[config.mk]
export PLATFORM = sky130hd
export DESIGN_NAME = skin_box_locator_flat
export DESIGN_NICKNAME = d
export VERILOG_FILES = /design/src/rtl/skin_box_if.sv /design/src/rtl/skin_box_locator.sv /design/src/flat_wrapper.sv
export SDC_FILE = /design/constraint.sdc
export NUM_CORES = 1
export LEC_CHECK = 0
export CAP_MARGIN = 10
export CORE_ASPECT_RATIO = 0.5
export CORE_MARGIN = 1
export CORE_UTILIZATION = 45
export DETAILED_ROUTE_END_ITERATION = 16
export HOLD_SLACK_MARGIN = 0.15
export PLACE_DENSITY_LB_ADDON = 0.1
export SLEW_MARGIN = 40
export SYNTH_ARGS = -nofsm -noshare
export SYNTH_HDL_FRONTEND = slang
export SYNTH_SLANG_ARGS = --single-unit
[constraint.sdc]
create_clock -name pixelclk -period 14.82 [get_ports pixelclk]
set_input_delay 2.223 -clock pixelclk [delete_from_list [all_inputs] [get_ports pixelclk]]
set_output_delay 2.223 -clock pixelclk [all_outputs]
set_load 0.1 [all_outputs]
[src/rtl/skin_box_if.sv]
// Video stream and box-coordinate bundle between the skin threshold stage,
// the box locator and the downstream video encoder.
interface skin_box_if #(
    parameter int IMG_WIDTH_DATA = 24,
    parameter int CNT_W          = 12
);
    logic [IMG_WIDTH_DATA-1:0] i_binary;
    logic [IMG_WIDTH_DATA-1:0] i_rgb;
    logic                      i_hsync;
    logic                      i_vsync;
    logic                      i_de;
    logic [IMG_WIDTH_DATA-1:0] o_rgb;
    logic                      o_hsync;
    logic                      o_vsync;
    logic                      o_de;
    logic                      box_valid;
    logic [CNT_W-1:0]          box_x_min;
    logic [CNT_W-1:0]          box_x_max;
    logic [CNT_W-1:0]          box_y_min;
    logic [CNT_W-1:0]          box_y_max;

    modport master (
        output i_binary, i_rgb, i_hsync, i_vsync, i_de,
        input  o_rgb, o_hsync, o_vsync, o_de,
        input  box_valid, box_x_min, box_x_max, box_y_min, box_y_max
    );

    modport slave (
        input  i_binary, i_rgb, i_hsync, i_vsync, i_de,
        output o_rgb, o_hsync, o_vsync, o_de,
        output box_valid, box_x_min, box_x_max, box_y_min, box_y_max
    );
endinterface

[src/rtl/skin_box_locator.sv]
// Finds the bounding box of skin pixels per frame, latches it at vsync rise
// and draws it as a one-pixel rectangle over the following frame's RGB.
module skin_box_locator #(
    parameter int                        IMG_WIDTH_DATA = 24,
    parameter int                        CNT_W          = 12,
    parameter int                        MIN_PIXELS     = 16,
    parameter logic [IMG_WIDTH_DATA-1:0] BOX_COLOR      = 24'hFF0000
) (
    input  logic         pixelclk,
    input  logic         reset,
    skin_box_if.slave    vid
);
    localparam logic [2*CNT_W-1:0] MIN_CNT = (2*CNT_W)'(MIN_PIXELS);
    localparam logic [CNT_W-1:0]   ONE_C   = CNT_W'(1);
    localparam logic [2*CNT_W-1:0] ONE_R   = (2*CNT_W)'(1);

    logic [CNT_W-1:0]          x_cnt_q, x_cnt_d, y_cnt_q, y_cnt_d;
    logic                      de_q, vs_q;
    logic [CNT_W-1:0]          run_x_min_q, run_x_min_d, run_x_max_q, run_x_max_d;
    logic [CNT_W-1:0]          run_y_min_q, run_y_min_d, run_y_max_q, run_y_max_d;
    logic [2*CNT_W-1:0]        run_cnt_q, run_cnt_d;
    logic [CNT_W-1:0]          box_x_min_q, box_x_min_d, box_x_max_q, box_x_max_d;
    logic [CNT_W-1:0]          box_y_min_q, box_y_min_d, box_y_max_q, box_y_max_d;
    logic                      box_valid_q, box_valid_d;
    logic [IMG_WIDTH_DATA-1:0] o_rgb_q, o_rgb_d;
    logic                      o_hsync_q, o_vsync_q, o_de_q;

    logic                      vs_rise_s, skin_s, border_s;
    logic                      in_x_s, in_y_s, on_x_s, on_y_s;
    logic [CNT_W-1:0]          y_cur_s;
    logic [CNT_W-1:0]          base_x_min_s, base_x_max_s, base_y_min_s, base_y_max_s;
    logic [2*CNT_W-1:0]        base_cnt_s;

    // Next-state for counters, frame accumulation, box latch and overlay.
    always_comb begin
        vs_rise_s = vid.i_vsync & ~vs_q;
        skin_s    = vid.i_de & (vid.i_binary == '0);
        // A pixel coincident with the vsync rise belongs to row 0 of the new frame.
        y_cur_s   = vs_rise_s ? '0 : y_cnt_q;

        x_cnt_d = vid.i_de ? ((x_cnt_q == '1) ? x_cnt_q : x_cnt_q + ONE_C) : '0;
        if (vs_rise_s) begin
            y_cnt_d = '0;
        end else if (de_q & ~vid.i_de) begin
            y_cnt_d = (y_cnt_q == '1) ? y_cnt_q : y_cnt_q + ONE_C;
        end else begin
            y_cnt_d = y_cnt_q;
        end

        box_x_min_d = box_x_min_q;
        box_x_max_d = box_x_max_q;
        box_y_min_d = box_y_min_q;
        box_y_max_d = box_y_max_q;
        box_valid_d = box_valid_q;
        if (vs_rise_s) begin
            if (run_cnt_q >= MIN_CNT) begin
                box_x_min_d = run_x_min_q;
                box_x_max_d = run_x_max_q;
                box_y_min_d = run_y_min_q;
                box_y_max_d = run_y_max_q;
                box_valid_d = 1'b1;
            end else begin
                box_valid_d = 1'b0;
            end
            base_x_min_s = '1;
            base_x_max_s = '0;
            base_y_min_s = '1;
            base_y_max_s = '0;
            base_cnt_s   = '0;
        end else begin
            base_x_min_s = run_x_min_q;
            base_x_max_s = run_x_max_q;
            base_y_min_s = run_y_min_q;
            base_y_max_s = run_y_max_q;
            base_cnt_s   = run_cnt_q;
        end

        if (skin_s) begin
            run_x_min_d = (x_cnt_q < base_x_min_s) ? x_cnt_q : base_x_min_s;
            run_x_max_d = (x_cnt_q > base_x_max_s) ? x_cnt_q : base_x_max_s;
            run_y_min_d = (y_cur_s < base_y_min_s) ? y_cur_s : base_y_min_s;
            run_y_max_d = (y_cur_s > base_y_max_s) ? y_cur_s : base_y_max_s;
            run_cnt_d   = (base_cnt_s == '1) ? base_cnt_s : base_cnt_s + ONE_R;
        end else begin
            run_x_min_d = base_x_min_s;
            run_x_max_d = base_x_max_s;
            run_y_min_d = base_y_min_s;
            run_y_max_d = base_y_max_s;
            run_cnt_d   = base_cnt_s;
        end

        // Overlay uses the box as registered now, never the one being latched.
        in_x_s   = (x_cnt_q >= box_x_min_q) & (x_cnt_q <= box_x_max_q);
        in_y_s   = (y_cur_s >= box_y_min_q) & (y_cur_s <= box_y_max_q);
        on_x_s   = (x_cnt_q == box_x_min_q) | (x_cnt_q == box_x_max_q);
        on_y_s   = (y_cur_s == box_y_min_q) | (y_cur_s == box_y_max_q);
        border_s = box_valid_q & vid.i_de & ((on_x_s & in_y_s) | (on_y_s & in_x_s));
        o_rgb_d  = border_s ? BOX_COLOR : vid.i_rgb;
    end

    // State and registered outputs.
    always_ff @(posedge pixelclk or posedge reset) begin
        if (reset) begin
            x_cnt_q     <= '0;
            y_cnt_q     <= '0;
            de_q        <= 1'b0;
            vs_q        <= 1'b0;
            run_x_min_q <= '1;
            run_x_max_q <= '0;
            run_y_min_q <= '1;
            run_y_max_q <= '0;
            run_cnt_q   <= '0;
            box_x_min_q <= '0;
            box_x_max_q <= '0;
            box_y_min_q <= '0;
            box_y_max_q <= '0;
            box_valid_q <= 1'b0;
            o_rgb_q     <= '0;
            o_hsync_q   <= 1'b0;
            o_vsync_q   <= 1'b0;
            o_de_q      <= 1'b0;
        end else begin
            x_cnt_q     <= x_cnt_d;
            y_cnt_q     <= y_cnt_d;
            de_q        <= vid.i_de;
            vs_q        <= vid.i_vsync;
            run_x_min_q <= run_x_min_d;
            run_x_max_q <= run_x_max_d;
            run_y_min_q <= run_y_min_d;
            run_y_max_q <= run_y_max_d;
            run_cnt_q   <= run_cnt_d;
            box_x_min_q <= box_x_min_d;
            box_x_max_q <= box_x_max_d;
            box_y_min_q <= box_y_min_d;
            box_y_max_q <= box_y_max_d;
            box_valid_q <= box_valid_d;
            o_rgb_q     <= o_rgb_d;
            o_hsync_q   <= vid.i_hsync;
            o_vsync_q   <= vid.i_vsync;
            o_de_q      <= vid.i_de;
        end
    end

    assign vid.o_rgb     = o_rgb_q;
    assign vid.o_hsync   = o_hsync_q;
    assign vid.o_vsync   = o_vsync_q;
    assign vid.o_de      = o_de_q;
    assign vid.box_valid = box_valid_q;
    assign vid.box_x_min = box_x_min_q;
    assign vid.box_x_max = box_x_max_q;
    assign vid.box_y_min = box_y_min_q;
    assign vid.box_y_max = box_y_max_q;
endmodule

[src/flat_wrapper.sv]
// flat-port wrapper written by rule: the top's interface ports become plain ports
module skin_box_locator_flat 
#(
    parameter int                        IMG_WIDTH_DATA = 24,
    parameter int                        CNT_W          = 12,
    parameter int                        MIN_PIXELS     = 16,
    parameter logic [IMG_WIDTH_DATA-1:0] BOX_COLOR      = 24'hFF0000
)
  (pixelclk, reset, vid_i_binary, vid_i_rgb, vid_i_hsync, vid_i_vsync, vid_i_de, vid_o_rgb, vid_o_hsync, vid_o_vsync, vid_o_de, vid_box_valid, vid_box_x_min, vid_box_x_max, vid_box_y_min, vid_box_y_max);
  skin_box_if #(.IMG_WIDTH_DATA(IMG_WIDTH_DATA), .CNT_W(CNT_W)) vid_i ();
  input  logic pixelclk;
  input  logic reset;
  input wire logic [$bits(vid_i.i_binary)-1:0] vid_i_binary;
  input wire logic [$bits(vid_i.i_rgb)-1:0] vid_i_rgb;
  input wire logic [$bits(vid_i.i_hsync)-1:0] vid_i_hsync;
  input wire logic [$bits(vid_i.i_vsync)-1:0] vid_i_vsync;
  input wire logic [$bits(vid_i.i_de)-1:0] vid_i_de;
  output wire logic [$bits(vid_i.o_rgb)-1:0] vid_o_rgb;
  output wire logic [$bits(vid_i.o_hsync)-1:0] vid_o_hsync;
  output wire logic [$bits(vid_i.o_vsync)-1:0] vid_o_vsync;
  output wire logic [$bits(vid_i.o_de)-1:0] vid_o_de;
  output wire logic [$bits(vid_i.box_valid)-1:0] vid_box_valid;
  output wire logic [$bits(vid_i.box_x_min)-1:0] vid_box_x_min;
  output wire logic [$bits(vid_i.box_x_max)-1:0] vid_box_x_max;
  output wire logic [$bits(vid_i.box_y_min)-1:0] vid_box_y_min;
  output wire logic [$bits(vid_i.box_y_max)-1:0] vid_box_y_max;
  assign vid_i.i_binary = vid_i_binary;
  assign vid_i.i_rgb = vid_i_rgb;
  assign vid_i.i_hsync = vid_i_hsync;
  assign vid_i.i_vsync = vid_i_vsync;
  assign vid_i.i_de = vid_i_de;
  assign vid_o_rgb = vid_i.o_rgb;
  assign vid_o_hsync = vid_i.o_hsync;
  assign vid_o_vsync = vid_i.o_vsync;
  assign vid_o_de = vid_i.o_de;
  assign vid_box_valid = vid_i.box_valid;
  assign vid_box_x_min = vid_i.box_x_min;
  assign vid_box_x_max = vid_i.box_x_max;
  assign vid_box_y_min = vid_i.box_y_min;
  assign vid_box_y_max = vid_i.box_y_max;
  skin_box_locator #(.IMG_WIDTH_DATA(IMG_WIDTH_DATA), .CNT_W(CNT_W), .MIN_PIXELS(MIN_PIXELS), .BOX_COLOR(BOX_COLOR)) u_core (.pixelclk(pixelclk), .reset(reset), .vid(vid_i));
endmodule
==> key figures, run 1 <==
Floorplanning
  – Core Rows: 37
  – Chip width: 211 um
  – Initial core utilization: 0.469
  – Core Footprint: 0.0210 mm^2
  – Die Y: 107 um
  – # IOs: 129
  – Die Footprint: 0.0225 mm^2

Routing
  – Number of vias per cell: 5.53
  – DR iter-0 viols: 340
  – WL per Instance: 18.2 um
  – Final ANT Viol Nets: 0
  – DRC Markers: 0
  – First-pass DRT Iterations: 5
  – Via count: 7,655
  – Post-Route WL: 25,200 um

Timing
  – Tmin final: 5.39 ns
  – Worst clock skew: 0.0105 ns
  – Fin Setup TNS: 0 ns
  – Hold Vio Cnt, Final: 0
  – Maximum clock rate: 186 MHz
  – Finish-stage setup viols: 0
  – Final period util: 0.363
  – RSZ-0062 raised after global routing: no
  – Slew margin rel.: 0.409
  – Worst slew pin tran: 0.887 ns
  – Final WS setup: 9.43 ns
  – Slew Viols, Final: 0

Yosys
  – Seq/Total Area, Yosys: 0.441
  – Main synth FF type: dfrtp_1
  – Post-Synthesis Mean Instance Area: 10.2 um^2
  – Ys async rst share: 1.00
  – Simple-gate area share of the yosys netlist: 0.139
  – Number of distinct library cells after synthesis: 59
  – Synth top area cells: dfrtp_1 (38%), ha_1 (12%), dfstp_2 (6.4%)
  – Post-synth EDFFs: 0
  – Adder-cell share of the synthesized area: 0.120
  – Cell Area, Synth: 0.00983 mm^2
  – FF+latch count, synth: 172
  – Top-area cell type share of the netlist area: 0.377
  – XOR/XNOR Fraction of Synth Area: 0.0267
  – Largest family of logic cells by synthesized area: simple AND/OR/NAND/NOR gates
  – Syn_nets: 1,107
  – Compound-Gate Fraction of Synth Area: 0.121
  – Cells after Synth: 961
  – Largest area contributor in the netlist: dfrtp_1
  – Yosys warnings: 0
  – Post-synthesis mux area share: 0.105

Placed design
  – Post-place setup slack: 9.02 ns
  – Routability cong.: 0.868
  – Number of port buffers: 128
  – Post-DP HPWL: 18,300 um

GRT
  – GRT overflow: 0
  – Largest net degree at the start of global routing: 117
  – First-pass GRT wire length: 40,800 um
  – Number of global-route vias before repair: 7,782
  – Tot GR Track Use: 0.237
  – Initial antenna violation count: 0

Clock network
  – PostCTS Resize Cnt: 0
  – Hold-fix buffers at CTS: 0
  – CTS tree: done
  – Maximum clock path buffer count: 2
  – Clk root buf: clkbuf_16
  – H-tree levels: 4
  – Clock Latency Late Sink: 0.45 ns
  – Clock-pin slew on the worst setup and hold paths: 0.06 ns
  – Sink Count: 172
  – Inserted Clock Buffers: 17
  – Post-CTS Setup Bufs: 0

Job
  – Maxcap violations: 0

Layout
  – Most frequent cells in the layout: dfrtp_1 (148), ha_1 (93), nand2_1 (76), buf_2 (76), inv_1 (75)
  – Fill count: 1,893
  – Share of layout cells above drive strength 1: 0.190
  – Layout Nets: 1,225
  – Multi-input gate area: 0.00507 mm^2
  – Commonest non-fill, non-tap cell in the layout: dfrtp_1
  – Antenna diode count: 0
  – Syn-to-layout area delta: 18.7%
  – Util after Layout: 0.556
  – Storage element area: 0.00433 mm^2

Worst hold path
  – Worst Hold Class: reg2reg

Power
  – Final Power: 1.23 mW
  – Pleak: 5.92 nW
  – Peak supply drop: 0.0000747 V
  – Power Density: 105 mW/mm^2

Critical path
  – Crit path max fanout: 64
  – Critical path endpoint category: register
  – Worst path arrival time: 5.75 ns
  – Worst Setup Start Kind: input port
  – Required @ worst endpoint: 15.18 ns
  – Kind of critical path: in2reg

Status
  – Status: complete, no violations
## final timing paths
path                                       start  cells after the start  slack [ns]                      end
setup / recovery                     vid_i_vsync                     12        9.43    u_core.run_y_max_q[8]
hold / removal             u_core.run_x_max_q[0]                      1        0.50  u_core.vid.box_x_max[0]
setup reg to reg                     u_core.vs_q                     11       11.22    u_core.run_y_max_q[8]
hold reg to reg            u_core.run_x_max_q[0]                      1        0.50  u_core.vid.box_x_max[0]
max in group asynchronous                  reset                      3       11.37  u_core.vid.box_y_min[9]
min in group asynchronous                  reset                      2        2.28              u_core.vs_q
## worst max-delay path, cell delays in order
cell and delay (ns):
clkdlybuf4s50_1 0.46, nand2b_2 0.08, buf_4 0.58, nand2_1 0.21, inv_1 0.18, ha_1 0.27
and3_1 0.20, a221o_1 0.35, a221oi_1 0.30, a311oi_1 0.12, a21oi_4 0.50, mux2i_1 0.26
## synth_stat cells (6+ instances only)
master	number
nor3_1	8
ha_1	93
mux2_2	49
inv_1	76
buf_2	10
a31oi_1	28
dfrtp_1	148
nand4_1	28
a21o_1	20
o21ai_0	19
and4_1	7
and3_1	14
nand3_1	24
or3_1	9
xor2_1	13
nor2_1	73
and2_1	6
xnor2_1	17
o31ai_1	26
dfstp_2	24
nor4_1	9
nand2b_1	7
a21oi_1	40
nand2_1	76
mux2i_1	48
clkbuf_1	20
## cell type report
type	count	area share
multi-input combinational	675	0.435
timing repair buffer	137	0.0836
inverter	76	0.0255
sequential	172	0.371
clock buffer	20	0.0391
tap	292	0.0313
clock inverter	12	0.0145
## where the power goes
group	switching [mW]	internal, mW	total [mW]
combinational	0.189	0.0589	0.248
clock	0.192	0.290	0.482
sequential	0.0145	0.487	0.501
## per-stage QoR
step | hold WS, ns | std cells | cell area [um^2]
4_1_cts | 0.501 | 1383 | 11600
2_1_floorplan | 0.472 | 961 | 9830
3_5_place_dp | 0.485 | 1351 | 11000
3_3_place_gp | 0.484 | 1351 | 11400
6_report | 0.498 | 1384 | 11700
5_1_grt | 0.510 | 1384 | 11700
## logic make-up after synthesis
logic type | count (synthesis)
buffers and inverters | 114
AOI/OAI and AO/OA | 177
adders and majority gates | 95
muxes | 97
and+or+nand+nor | 276
DFF | 172
xor gates and xnor gates | 30
## routing by layer
layer,share of wire,vias to the layer above,wire length (um),track usage
met4,0.019,0,473,0.0725
met3,0.037,36,932,0.0549
met2,0.49,133,12300,0.393
met5,0,-,0,0
met1,0.46,3787,11600,0.307
li1,-,3699,-,-
Power figures use the tool's default switching activity.
==> run 2, diff against run 1 <==
Clock period 14.82 ns to 4.4 ns, I/O delays scaled along.
==> key figures, run 2 (synthesized netlist as in run 1, its figures left out) <==
Clock network
  – Inserted Clock Buffers: 17
  – Clk root buf: clkbuf_16
  – Hold-fix buffers at CTS: 0
  – CTS tree: done
  – PostCTS Resize Cnt: 0
  – Sink Count: 172
  – Clock Latency Late Sink: 0.44 ns
  – Post-CTS Setup Bufs: 0
  – H-tree levels: 4
  – Clock-pin slew on the worst setup and hold paths: 0.07 ns
  – Maximum clock path buffer count: 2

GRT
  – GRT overflow: 0
  – First-pass GRT wire length: 42,100 um
  – Largest net degree at the start of global routing: 77
  – Initial antenna violation count: 0
  – Number of global-route vias before repair: 7,782
  – Tot GR Track Use: 0.242

Worst hold path
  – Worst Hold Class: reg2reg

Layout
  – Most frequent cells in the layout: dfrtp_1 (148), ha_1 (93), nand2_1 (76), buf_2 (76), inv_1 (75)
  – Util after Layout: 0.563
  – Antenna diode count: 0
  – Layout Nets: 1,239
  – Syn-to-layout area delta: 20.1%
  – Share of layout cells above drive strength 1: 0.201
  – Commonest non-fill, non-tap cell in the layout: dfrtp_1

Power
  – Peak supply drop: 0.000247 V
  – Power Density: 355 mW/mm^2
  – Pleak: 5.98 nW

Critical path
  – Crit path max fanout: 23
  – Worst Setup Start Kind: input port
  – Required @ worst endpoint: 4.76 ns
  – Kind of critical path: in2reg
  – Worst path arrival time: 3.89 ns
  – Crit-path leading delay family: compound AO/OA/AOI/OAI gates
  – Worst path cell trace: clkdlybuf4s50_1, nand2b_2, nand2_1, inv_1, ha_1, and3_1, a221o_1, a221oi_1, a311oi_1, a21oi_2, buf_4, mux2i_1
  – WP buf/inv: 3
  – CP max stage delay: 0.53 ns
  – CP max stage cell: clkdlybuf4s50_1
  – Critical path endpoint category: register

Timing
  – Worst clock skew: 0.0111 ns
  – Fin Setup TNS: 0 ns
  – Hold Vio Cnt, Final: 0
  – Maximum clock rate: 284 MHz
  – Hold Slack: 0.505 ns
  – RSZ-0062 raised after global routing: no
  – Worst slew pin tran: 0.640 ns
  – Slew Viols, Final: 0
  – Final WS setup: 0.874 ns
  – Final period util: 0.801
  – Slew margin rel.: 0.571
  – Finish-stage setup viols: 0
  – Tmin final: 3.53 ns

Job
  – Maxcap violations: 0

Floorplanning
  – Chip width: 211 um
  – Core Rows: 37
  – Core Footprint: 0.0210 mm^2
  – Initial core utilization: 0.469
  – Die Y: 107 um
  – # IOs: 129
  – Die Footprint: 0.0225 mm^2

Routing
  – DR WL met3: 831 um
  – Post-Route WL: 25,900 um
  – WL met2: 12,100 um
  – Uppermost routed layer: met4
  – DR iter-0 viols: 411
  – Number of vias per cell: 5.52
  – First-pass DRT Iterations: 5
  – Final ANT Viol Nets: 0
  – Wl on met1: 12,600 um
  – DRC Markers: 0
  – Via count: 7,721
  – WL per Instance: 18.5 um

Placed design
  – Post-place setup slack: 0.438 ns
  – Routability cong.: 0.873
  – Post-DP HPWL: 19,100 um
  – Number of port buffers: 128

Status
  – Status: complete, no violations
-- run 2: cell count changes in the layout (fill, tap and decap cells not counted), sizes merged --
cell      before  now
clkinv         7    3
buf           85   99
inv           75   78
clkbuf        20   18
clkinvlp       2    5
-- run 2: path summary, 6_finish.rpt --
path | startpoint | end | slack, ns | depth (start not counted)
setup reg to reg | u_core.vs_q | u_core.run_y_max_q[6] | 1.08 | 11
min in group asynchronous | reset | u_core.run_y_max_q[6] | 0.59 | 2
hold / removal | u_core.run_y_max_q[11] | u_core.vid.box_y_max[11] | 0.50 | 1
hold reg to reg | u_core.run_y_max_q[11] | u_core.vid.box_y_max[11] | 0.50 | 1
max in group asynchronous | reset | u_core.run_x_min_q[6] | 2.81 | 4
setup / recovery | vid_i_vsync | u_core.run_y_max_q[6] | 0.87 | 12
-- run 2: worst register-to-register path, delay by kind of cell (launching register included) --
kind            cells  cell delay (ns)
compound gates      4             1.03
fa+ha+maj           1             0.32
buf+inv             2             0.36
flops               1             0.42
mux                 1             0.20
simple gates        3             0.92
-- run 2: cell type report --
type                       count  area, um^2
clock buffer                  18         439
clock inverter                14         191
fill                        1841        9170
inverter                      76         289
multi-input combinational    675        5060
sequential                   172        4330
tap                          292         365
timing repair buffer         151        1120
-- run 2: stage by stage --
| stage | power (mW) | cells | area, um^2 |
|---|---|---|---|
| floorplan | 2.34 | 961 | 9830 |
| global placement | 2.62 | 1363 | 11500 |
| detailed placement | 2.58 | 1366 | 11200 |
| CTS | 4.23 | 1398 | 11800 |
| global route | 4.35 | 1398 | 11800 |
| finish | 4.19 | 1398 | 11800 |
-- run 2: routing by layer --
| layer | vias up | global-route usage |
|---|---|---|
| li1 | 3729 | - |
| met1 | 3817 | 0.339 |
| met2 | 151 | 0.392 |
| met3 | 24 | 0.0357 |
| met4 | 0 | 0.0631 |
| met5 | - | 0 |
-- run 2: power breakdown --
group | internal [mW] | switching [mW]
sequential | 1.64 | 0.0558
combinational | 0.211 | 0.642
clock | 0.968 | 0.678
==> run 3, diff against run 2 <==
Clock period 4.4 ns to 2.89 ns, I/O delays scaled along.
==> key figures, run 3 (synthesized netlist as in run 1, its figures left out) <==
Layout
  – Layout Nets: 1,317
  – Antenna diode count: 0
  – Final cell count without fillers: 1,475
  – Util after Layout: 0.611
  – Commonest non-fill, non-tap cell in the layout: buf_4
  – Syn-to-layout area delta: 30.3%
  – Share of layout cells above drive strength 1: 0.283
  – Most frequent cells in the layout: buf_4 (170), dfrtp_1 (147), ha_1 (84)
  – Final Cell Area: 0.0128 mm^2

GRT
  – Tot GR Track Use: 0.250
  – GRT overflow: 0
  – First-pass GRT wire length: 43,000 um
  – Number of global-route vias before repair: 8,179
  – Initial antenna violation count: 0
  – Largest net degree at the start of global routing: 110

Power
  – Pleak: 6.40 nW
  – Final Power: 6.39 mW
  – Peak supply drop: 0.000432 V
  – Power Density: 499 mW/mm^2

Routing
  – Post-Route WL: 26,400 um
  – Final ANT Viol Nets: 0
  – DRC Markers: 0
  – Number of vias per cell: 5.48
  – First-pass DRT Iterations: 4
  – Via count: 8,076
  – WL per Instance: 17.9 um
  – DR iter-0 viols: 549

Critical path
  – CP max stage cell: clkdlybuf4s50_1
  – Reg2reg start: u_core.vs_q
  – CP max stage delay: 0.48 ns
  – Required @ worst endpoint: 3.26 ns
  – CP startpoint: vid_i_vsync
  – Kind of critical path: in2reg
  – FF-to-FF setup slack: 0.13 ns
  – R2r worst-path depth: 11
  – Most numerous cell on the critical path: buf_4
  – Worst path cell trace: clkdlybuf4s50_1, nand2b_4, buf_4, nand2_1, ha_4, and3_4, a221o_1, a221oi_2, a311oi_2, a21oi_2, buf_4, mux2i_1
  – Worst Setup Start Kind: input port
  – Critical path endpoint category: register
  – Worst path arrival time: 3.15 ns
  – Crit path max fanout: 14

Clock network
  – Clk root buf: clkbuf_16
  – PostCTS Resize Cnt: 0
  – CTS tree: done
  – Maximum clock path buffer count: 2
  – H-tree levels: 4
  – Clock-pin slew on the worst setup and hold paths: 0.06 ns
  – Inserted Clock Buffers: 17
  – Post-CTS Setup Bufs: 0
  – Clock Latency Late Sink: 0.45 ns
  – Hold-fix buffers at CTS: 0
  – Sink Count: 172

Timing
  – Final WS setup: 0.115 ns
  – Worst slew pin tran: 0.599 ns
  – Hold Vio Cnt, Final: 0
  – Slew Viols, Final: 0
  – Fin Setup TNS: 0 ns
  – Hold Slack: 0.433 ns
  – Maximum clock rate: 360 MHz
  – Worst clock skew: 0.0152 ns
  – Final period util: 0.960
  – Finish-stage setup viols: 0
  – Tmin final: 2.77 ns
  – Slew margin rel.: 0.601

Worst hold path
  – Hold_sp: vid_i_hsync
  – Worst Hold Class: in2reg
  – Hold path cells: 1

Floorplanning
  – Die Y: 107 um
  – Core Rows: 37
  – # IOs: 129
  – Chip width: 211 um
  – Die Footprint: 0.0225 mm^2
  – Initial core utilization: 0.469
  – Core Footprint: 0.0210 mm^2

Status
  – Status: complete, no violations

Placed design
  – Post-place setup slack: -0.331 ns
  – Post-DP HPWL: 19,800 um
  – Placed Instance Area: 0.0122 mm^2
  – Placed Cells: 1,443
  – Routability cong.: 0.871
  – Number of port buffers: 128

Job
  – Maxcap violations: 0
run 3: final timing paths:
| kind | to |
|---|---|
| setup / recovery | u_core.run_y_max_q[10] |
| hold / removal | u_core.vid.o_hsync |
| setup reg to reg | u_core.run_y_max_q[10] |
| hold reg to reg | u_core.vid.box_x_max[4] |
| max in group asynchronous | u_core.vs_q |
| min in group asynchronous | u_core.vid.o_rgb[2] |
run 3: power breakdown:
part	switching [mW]	leakage, nW	total, mW	internal [mW]
logic	1.01	3.90	1.45	0.446
clock network	0.986	0.282	2.36	1.38
registers	0.0841	2.22	2.58	2.50
run 3: layout make-up:
type,instances,area [um^2]
fill,1772,8160
clock inverter,11,145
tap,292,365
timing repair buffer,229,1920
inverter,76,299
sequential,172,4340
clock buffer,20,447
multi-input combinational,675,5300
run 3: worst max-delay path: cells and delay by family:
family	cells	cell delay, ns
fa+ha+maj	1	0.24
simple gates	3	0.48
buf+inv	3	0.92
mux	1	0.19
compound gates	4	0.87
run 3: routing by layer:
layer	vias to the layer above	global-route usage	routed length, um	share of wire
met4	0	0.0745	320	0.012
met3	27	0.0461	809	0.031
li1	3892	-	-	-
met1	4033	0.343	12600	0.48
met5	-	0	0	0
met2	124	0.402	12600	0.48
